<file path="config.mk">
export PLATFORM = sky130hd
export DESIGN_NAME = fsgnj_share_arbiter
export DESIGN_NICKNAME = d
export VERILOG_FILES = /design/src/rtl/fsgnj_share_arbiter.sv
export SDC_FILE = /design/constraint.sdc
export NUM_CORES = 1
export LEC_CHECK = 0
export CAP_MARGIN = 20
export CELL_PAD_IN_SITES_DETAIL_PLACEMENT = 1
export CELL_PAD_IN_SITES_GLOBAL_PLACEMENT = 2
export CORE_ASPECT_RATIO = 0.75
export CORE_MARGIN = 1.5
export CORE_UTILIZATION = 18
export CTS_CLUSTER_DIAMETER = 60
export DETAILED_ROUTE_END_ITERATION = 7
export PLACE_DENSITY_LB_ADDON = 0.1
export SETUP_SLACK_MARGIN = 0.1
export SLEW_MARGIN = 20
export SYNTH_ARGS = -nofsm -noshare
export SYNTH_HDL_FRONTEND = slang
export SYNTH_SLANG_ARGS = --single-unit
</file>
<file path="constraint.sdc">
create_clock -name clk -period 2.2 [get_ports clk]
set_input_delay 0.33 -clock clk [delete_from_list [all_inputs] [get_ports clk]]
set_output_delay 0.33 -clock clk [all_outputs]
set_load 0.05 [all_outputs]
</file>
<file path="src/rtl/fsgnj_share_arbiter.sv">
// Two-port round-robin arbiter in front of a shared FSGNJ/FSGNJN/FSGNJX stage.
// Optional NaN-boxed single-precision handling is enabled by defining FSGNJ_NANBOX_EN.
module fsgnj_share_arbiter #(
    parameter int unsigned BUS_WIDTH = 64,
    parameter int unsigned TAG_W     = 5,
    parameter int unsigned CNT_W     = 16
) (
    input  logic                 clk,
    input  logic                 rst_n,
    input  logic                 req0_valid,
    output logic                 req0_ready,
    input  logic [1:0]           req0_op,
    input  logic [BUS_WIDTH-1:0] req0_in1,
    input  logic [BUS_WIDTH-1:0] req0_in2,
    input  logic [TAG_W-1:0]     req0_tag,
`ifdef FSGNJ_NANBOX_EN
    input  logic                 req0_fmt,
`endif
    input  logic                 req1_valid,
    output logic                 req1_ready,
    input  logic [1:0]           req1_op,
    input  logic [BUS_WIDTH-1:0] req1_in1,
    input  logic [BUS_WIDTH-1:0] req1_in2,
    input  logic [TAG_W-1:0]     req1_tag,
`ifdef FSGNJ_NANBOX_EN
    input  logic                 req1_fmt,
`endif
    output logic                 out_valid,
    input  logic                 out_ready,
    output logic [BUS_WIDTH-1:0] out_data,
    output logic [TAG_W-1:0]     out_tag,
    output logic                 out_src,
    output logic                 out_err,
    output logic [CNT_W-1:0]     cnt0,
    output logic [CNT_W-1:0]     cnt1
);

    localparam int unsigned MSB = BUS_WIDTH - 1;

    logic                 r_valid;
    logic [BUS_WIDTH-1:0] r_data;
    logic [TAG_W-1:0]     r_tag;
    logic                 r_src;
    logic                 r_err;
    logic                 r_ptr;
    logic [CNT_W-1:0]     r_cnt0;
    logic [CNT_W-1:0]     r_cnt1;

    logic                 w_adv;
    logic                 w_g0;
    logic                 w_g1;
    logic                 w_acc0;
    logic                 w_acc1;
    logic                 w_acc;
    logic [1:0]           w_op;
    logic [BUS_WIDTH-1:0] w_in1;
    logic [BUS_WIDTH-1:0] w_in2;
    logic [TAG_W-1:0]     w_tag;
    logic [BUS_WIDTH-1:0] w_res;

`ifdef FSGNJ_NANBOX_EN
    logic                 w_fmt;

    // fmt=1: unboxed operands become the canonical single NaN; sign lives in bit 31
    function automatic logic [BUS_WIDTH-1:0] f_inject(
        input logic [1:0]           op,
        input logic [BUS_WIDTH-1:0] a,
        input logic [BUS_WIDTH-1:0] b,
        input logic                 fmt
    );
        logic [BUS_WIDTH-1:0] a_b;
        logic [BUS_WIDTH-1:0] b_b;
        logic                 s;
        a_b = (&a[63:32]) ? a : 64'hFFFFFFFF_7FC00000;
        b_b = (&b[63:32]) ? b : 64'hFFFFFFFF_7FC00000;
        s   = 1'b0;
        f_inject = a;
        if (!fmt) begin
            case (op)
                2'b00:   f_inject = {b[MSB], a[MSB-1:0]};
                2'b01:   f_inject = {~b[MSB], a[MSB-1:0]};
                2'b10:   f_inject = {a[MSB] ^ b[MSB], a[MSB-1:0]};
                default: f_inject = a;
            endcase
        end else if (op != 2'b11) begin
            case (op)
                2'b00:   s = b_b[31];
                2'b01:   s = ~b_b[31];
                default: s = a_b[31] ^ b_b[31];
            endcase
            f_inject = {32'hFFFFFFFF, s, a_b[30:0]};
        end
    endfunction
`else
    function automatic logic [BUS_WIDTH-1:0] f_inject(
        input logic [1:0]           op,
        input logic [BUS_WIDTH-1:0] a,
        input logic [BUS_WIDTH-1:0] b
    );
        case (op)
            2'b00:   f_inject = {b[MSB], a[MSB-1:0]};
            2'b01:   f_inject = {~b[MSB], a[MSB-1:0]};
            2'b10:   f_inject = {a[MSB] ^ b[MSB], a[MSB-1:0]};
            default: f_inject = a;
        endcase
    endfunction
`endif

    // With no requester valid the pointer port is offered ready
    assign w_adv  = !r_valid || out_ready;
    assign w_g0   = req0_valid ? (!req1_valid || !r_ptr) : (!req1_valid && !r_ptr);
    assign w_g1   = !w_g0;
    assign w_acc0 = w_adv && w_g0 && req0_valid;
    assign w_acc1 = w_adv && w_g1 && req1_valid;
    assign w_acc  = w_acc0 || w_acc1;

    assign req0_ready = w_adv && w_g0;
    assign req1_ready = w_adv && w_g1;

    assign w_op  = w_g1 ? req1_op  : req0_op;
    assign w_in1 = w_g1 ? req1_in1 : req0_in1;
    assign w_in2 = w_g1 ? req1_in2 : req0_in2;
    assign w_tag = w_g1 ? req1_tag : req0_tag;
`ifdef FSGNJ_NANBOX_EN
    assign w_fmt = w_g1 ? req1_fmt : req0_fmt;
    assign w_res = f_inject(w_op, w_in1, w_in2, w_fmt);
`else
    assign w_res = f_inject(w_op, w_in1, w_in2);
`endif

    // Output register, round-robin pointer and saturating completion counters
    always_ff @(posedge clk or negedge rst_n) begin
        if (!rst_n) begin
            r_valid <= 1'b0;
            r_data  <= '0;
            r_tag   <= '0;
            r_src   <= 1'b0;
            r_err   <= 1'b0;
            r_ptr   <= 1'b0;
            r_cnt0  <= '0;
            r_cnt1  <= '0;
        end else begin
            if (w_acc) begin
                r_valid <= 1'b1;
                r_data  <= w_res;
                r_tag   <= w_tag;
                r_src   <= w_acc1;
                r_err   <= (w_op == 2'b11);
                r_ptr   <= !w_acc1;
            end else if (out_ready) begin
                r_valid <= 1'b0;
            end
            if (r_valid && out_ready && !r_src && !(&r_cnt0)) begin
                r_cnt0 <= r_cnt0 + CNT_W'(1);
            end
            if (r_valid && out_ready && r_src && !(&r_cnt1)) begin
                r_cnt1 <= r_cnt1 + CNT_W'(1);
            end
        end
    end

    assign out_valid = r_valid;
    assign out_data  = r_data;
    assign out_tag   = r_tag;
    assign out_src   = r_src;
    assign out_err   = r_err;
    assign cnt0      = r_cnt0;
    assign cnt1      = r_cnt1;

endmodule

</file>
==> results.md <==
* DRT antenna net count at 0
* Starting density of the core at 18.29%
* Worst-margin pin slew at 0.6264 ns
* Fillers at 3,029
* Final Max Tran Viols at 0
* Share of cells above drive strength 1 at 6.103%
* WL/cell at roughly 15 microns
* Clock skew at 0.01275 ns
* Chip Height at around 150 microns
* Mapped Area at approximately 4900 sq um
* Startpoint Class: flop
* First-pass GRT wire length at 26,090 microns
* Max Fclk at between 400 and 500 MHz
* Most frequent cells in the layout: 251 x clkdlybuf4s50_1, 105 x dfrtp_1, 86 x nand2_1, 73 x mux2i_1, 68 x o21ai_0
* Vias in the first global route at 4,594
* CTS Buf Count at 9
* Max incr delay on CP at 0.86 ns
* Mapped Cells at 461
* H-tree depth at 3
* Most Used Layer, Global Route: met2
* RSZ-0062 raised after global routing: false
* Die ar. at between 20,000 and 30,000 sq um
* Synth Register Bits at between 100 and 150
* HP Class: input port to asynchronous set/reset pin
* Syn_area_per_cell at 10.71 sq um
* RD Place Congestion at 0.7271
* FF/Latch Area at 2628 sq um
* Multi-input logic area at around 2200 sq um
* DRC viols at 0
* DR pass1 iterations at 4
* Leak at 3.508 nW
* Met2 Use GR at 18.78%
* Worst-Skew Late Latency at 0.35 ns
* Cell Rows at between 50 and 60
* Clock period minus final worst setup slack at 2.012 ns
* Critical R2R Capture: cnt0[4]$_DFFE_PN0P_
* Yosys cell types at 38
* Pwr per Cell Area at 893.8 nW/um^2
* CTS Root Cell: clkbuf_16
* Clk sinks at 105
* Final hold violations at 0
* Iter 0 DRT Violations at slightly below 100
* Total power at between 7 and 8 mW
* GRT Util Overall at 11.80%
* Via count at about 4,300
* Max_slew headroom at between 50% and 60%
* Crit Path Category: flop to output port
* Worst Reg-to-Reg Cells at 6
* Final setup vio count at 0
* Worst Path Max Fanout at 5
* Worst Setup SP: cnt0[11]$_DFFE_PN0P_
* Worst r2r src: cnt0[0]$_DFFE_PN0P_
* TritonCTS clock tree: done
* Buffers on Ports at 254
* WP data required at 1.87 ns
* Nets at 993
* GRT overflow at 0
* Max_cap viols at 0
* R2r setup slk at 0.21 ns
* Most common cell after layout, fill and taps aside: clkdlybuf4s50_1
* Worst Setup End Kind: output port
* Core area at roughly 27,000 sq um
* GR Util met1 at 14.71%
* Largest net degree at the start of global routing at between 80 and 90
* Max VDD drop at between 300 and 400 uV
* CP delay by family, top: buffers and inverters
* Synth-to-layout area growth at 67.22%
* Syn nets at 738
* Antenna violations before repair at 2
* Horiz. Die Dim at 194.3 microns
* Crit path cell chain: clkdlybuf4s50_1
* Clock tree buffer depth at 2
* Clock slew at reported path FFs at ~0.080 ns
* CP max-delay cell: clkdlybuf4s50_1
* Setup TNS at 0 ns
* Period utilization at 91.47%
* M3 GR Usage at 4.943%
* Status: finished clean
* Vias/cell at between 3 and 4
* Number of synthesis warnings at 0
* Post-DP HPWL at 12,930 microns
* Worst Path Buf+Inv at 1
* Final WL at 16,500 microns
* Worst EP arrival at 1.68 ns
* Sequential share of the synthesized area at 53.20%
* Io pins at 381
[flip-flops by register name, summed over array words and instances, names as in the netlist]
signal and cells:
cnt0 16, out_tag 5, out_src 1, cnt1 16
out_data 64, r_ptr 1, out_valid 1, out_err 1
[synth_stat cells]
master | n | area (sq um)
a21boi_2 | 1 | 11.26
nand2_1 | 86 | 322.8
o21ai_0 | 68 | 340.3
nor4b_2 | 1 | 15.01
a21oi_1 | 4 | 20.02
inv_1 | 4 | 15.01
or3_1 | 1 | 6.260
nand2b_1 | 3 | 18.77
o22ai_1 | 1 | 6.260
nand3b_1 | 1 | 7.510
clkbuf_1 | 7 | 26.28
a21oi_2 | 1 | 8.760
nor2_1 | 5 | 18.77
mux2i_1 | 73 | 730.7
xor2_1 | 9 | 78.83
a31oi_1 | 1 | 6.260
nor4_1 | 1 | 6.260
nor4_2 | 1 | 12.51
nor4_4 | 2 | 42.54
dfrtp_1 | 105 | 2628
nand3_1 | 12 | 60.06
and3_1 | 5 | 31.28
o31ai_1 | 1 | 7.510
maj3_4 | 1 | 13.76
ha_1 | 2 | 25.02
nand4_1 | 9 | 56.30
and4_1 | 3 | 26.28
nor3_1 | 3 | 15.01
o21ai_1 | 1 | 5.000
a211oi_1 | 1 | 7.510
mux2_2 | 3 | 33.78
and2_1 | 1 | 6.260
buf_2 | 15 | 75.07
buf_6 | 2 | 22.52
xnor2_1 | 22 | 192.7
a32oi_1 | 1 | 8.760
and4_4 | 1 | 11.26
nor2b_1 | 3 | 18.77
[worst max-delay path by stage]
stage / endpoint / slack, ns / cells after the start
CTS: cnt0[4]$_DFFE_PN0P_ / 0.12 / 6
global route: cnt0[4]$_DFFE_PN0P_ / 0.1 / 6
detailed placement: out_data[12]$_DFFE_PN0P_ / 0.09 / 5
global placement: out_data[63]$_DFFE_PN0P_ / 0.09 / 6
finish: cnt0[11] / 0.19 / 1
floorplan: cnt0[12]$_DFFE_PN0P_ / 0.15 / 5
[layout make-up]
type | instances | area share, %
diodes | 1 | 0.03030
clock buffers | 11 | 2.818
clock inverters | 5 | 0.4848
inverters | 4 | 0.1818
multi-input cells | 328 | 26.59
flip-flops and latches | 105 | 31.82
well taps | 351 | 5.318
repair buffers | 268 | 32.76
[metal layers]
metal / up-vias / wire (microns)
li1: 2109 / -
met1: 2014 / 7335
met2: 132 / 7657
met3: 6 / 1372
met4: 0 / 130
met5: - / 0
[through the flow]
stage	setup WS, ns	hold slack [ns]	utilization, %	instance area, sq um	std cells
finish	0.1877	0.4649	30.58	8258	1073
global route	0.09831	0.4907	30.57	8255	1072
CTS	0.1186	0.4678	30.43	8215	1068
detailed placement	0.08592	0.3061	29.38	7933	1051
global placement	0.08754	0.3046	29.38	7933	1051
floorplan	0.1534	0.03441	-	4941	461
[where the power goes]
part / internal, mW / leakage (nW) / switching, mW
Combinational: 1.22 / 2.06 / 2.05
Sequential: 2.29 / 1.32 / 0.279
Clock: 0.781 / 0.134 / 0.765
Total: 4.29 / 3.51 / 3.09
[logic make-up (layout without fill, tap and decap cells)]
logic type,Yosys count,after routing,share of synthesized area (%)
simple gates,138,138,13.68
fa+ha+maj,3,3,0.7853
flops,105,105,53.20
other cells,0,1,0
mux,76,76,15.48
xor+xnor,31,31,5.498
buf+inv,28,288,2.812
compound gates,80,80,8.538
[worst register-to-register path: stages (launching register included)]
cell and delay [ns]:
dfrtp_1 0.42, ha_2 0.24, nand4_1 0.21, nor4_4 0.44, a21oi_4 0.19, and4_1 0.26
xor2_1 0.14
[timing repair]
action | in CTS | in global routing
hold buffers | 1 | 0
buffers inserted | 0 | 4
resized for setup | 0 | 2
endpoints found under the hold margin | 29 | 0
setup endpoints to repair | 0 | 13
No activity file was read; power rests on OpenSTA's default activity.
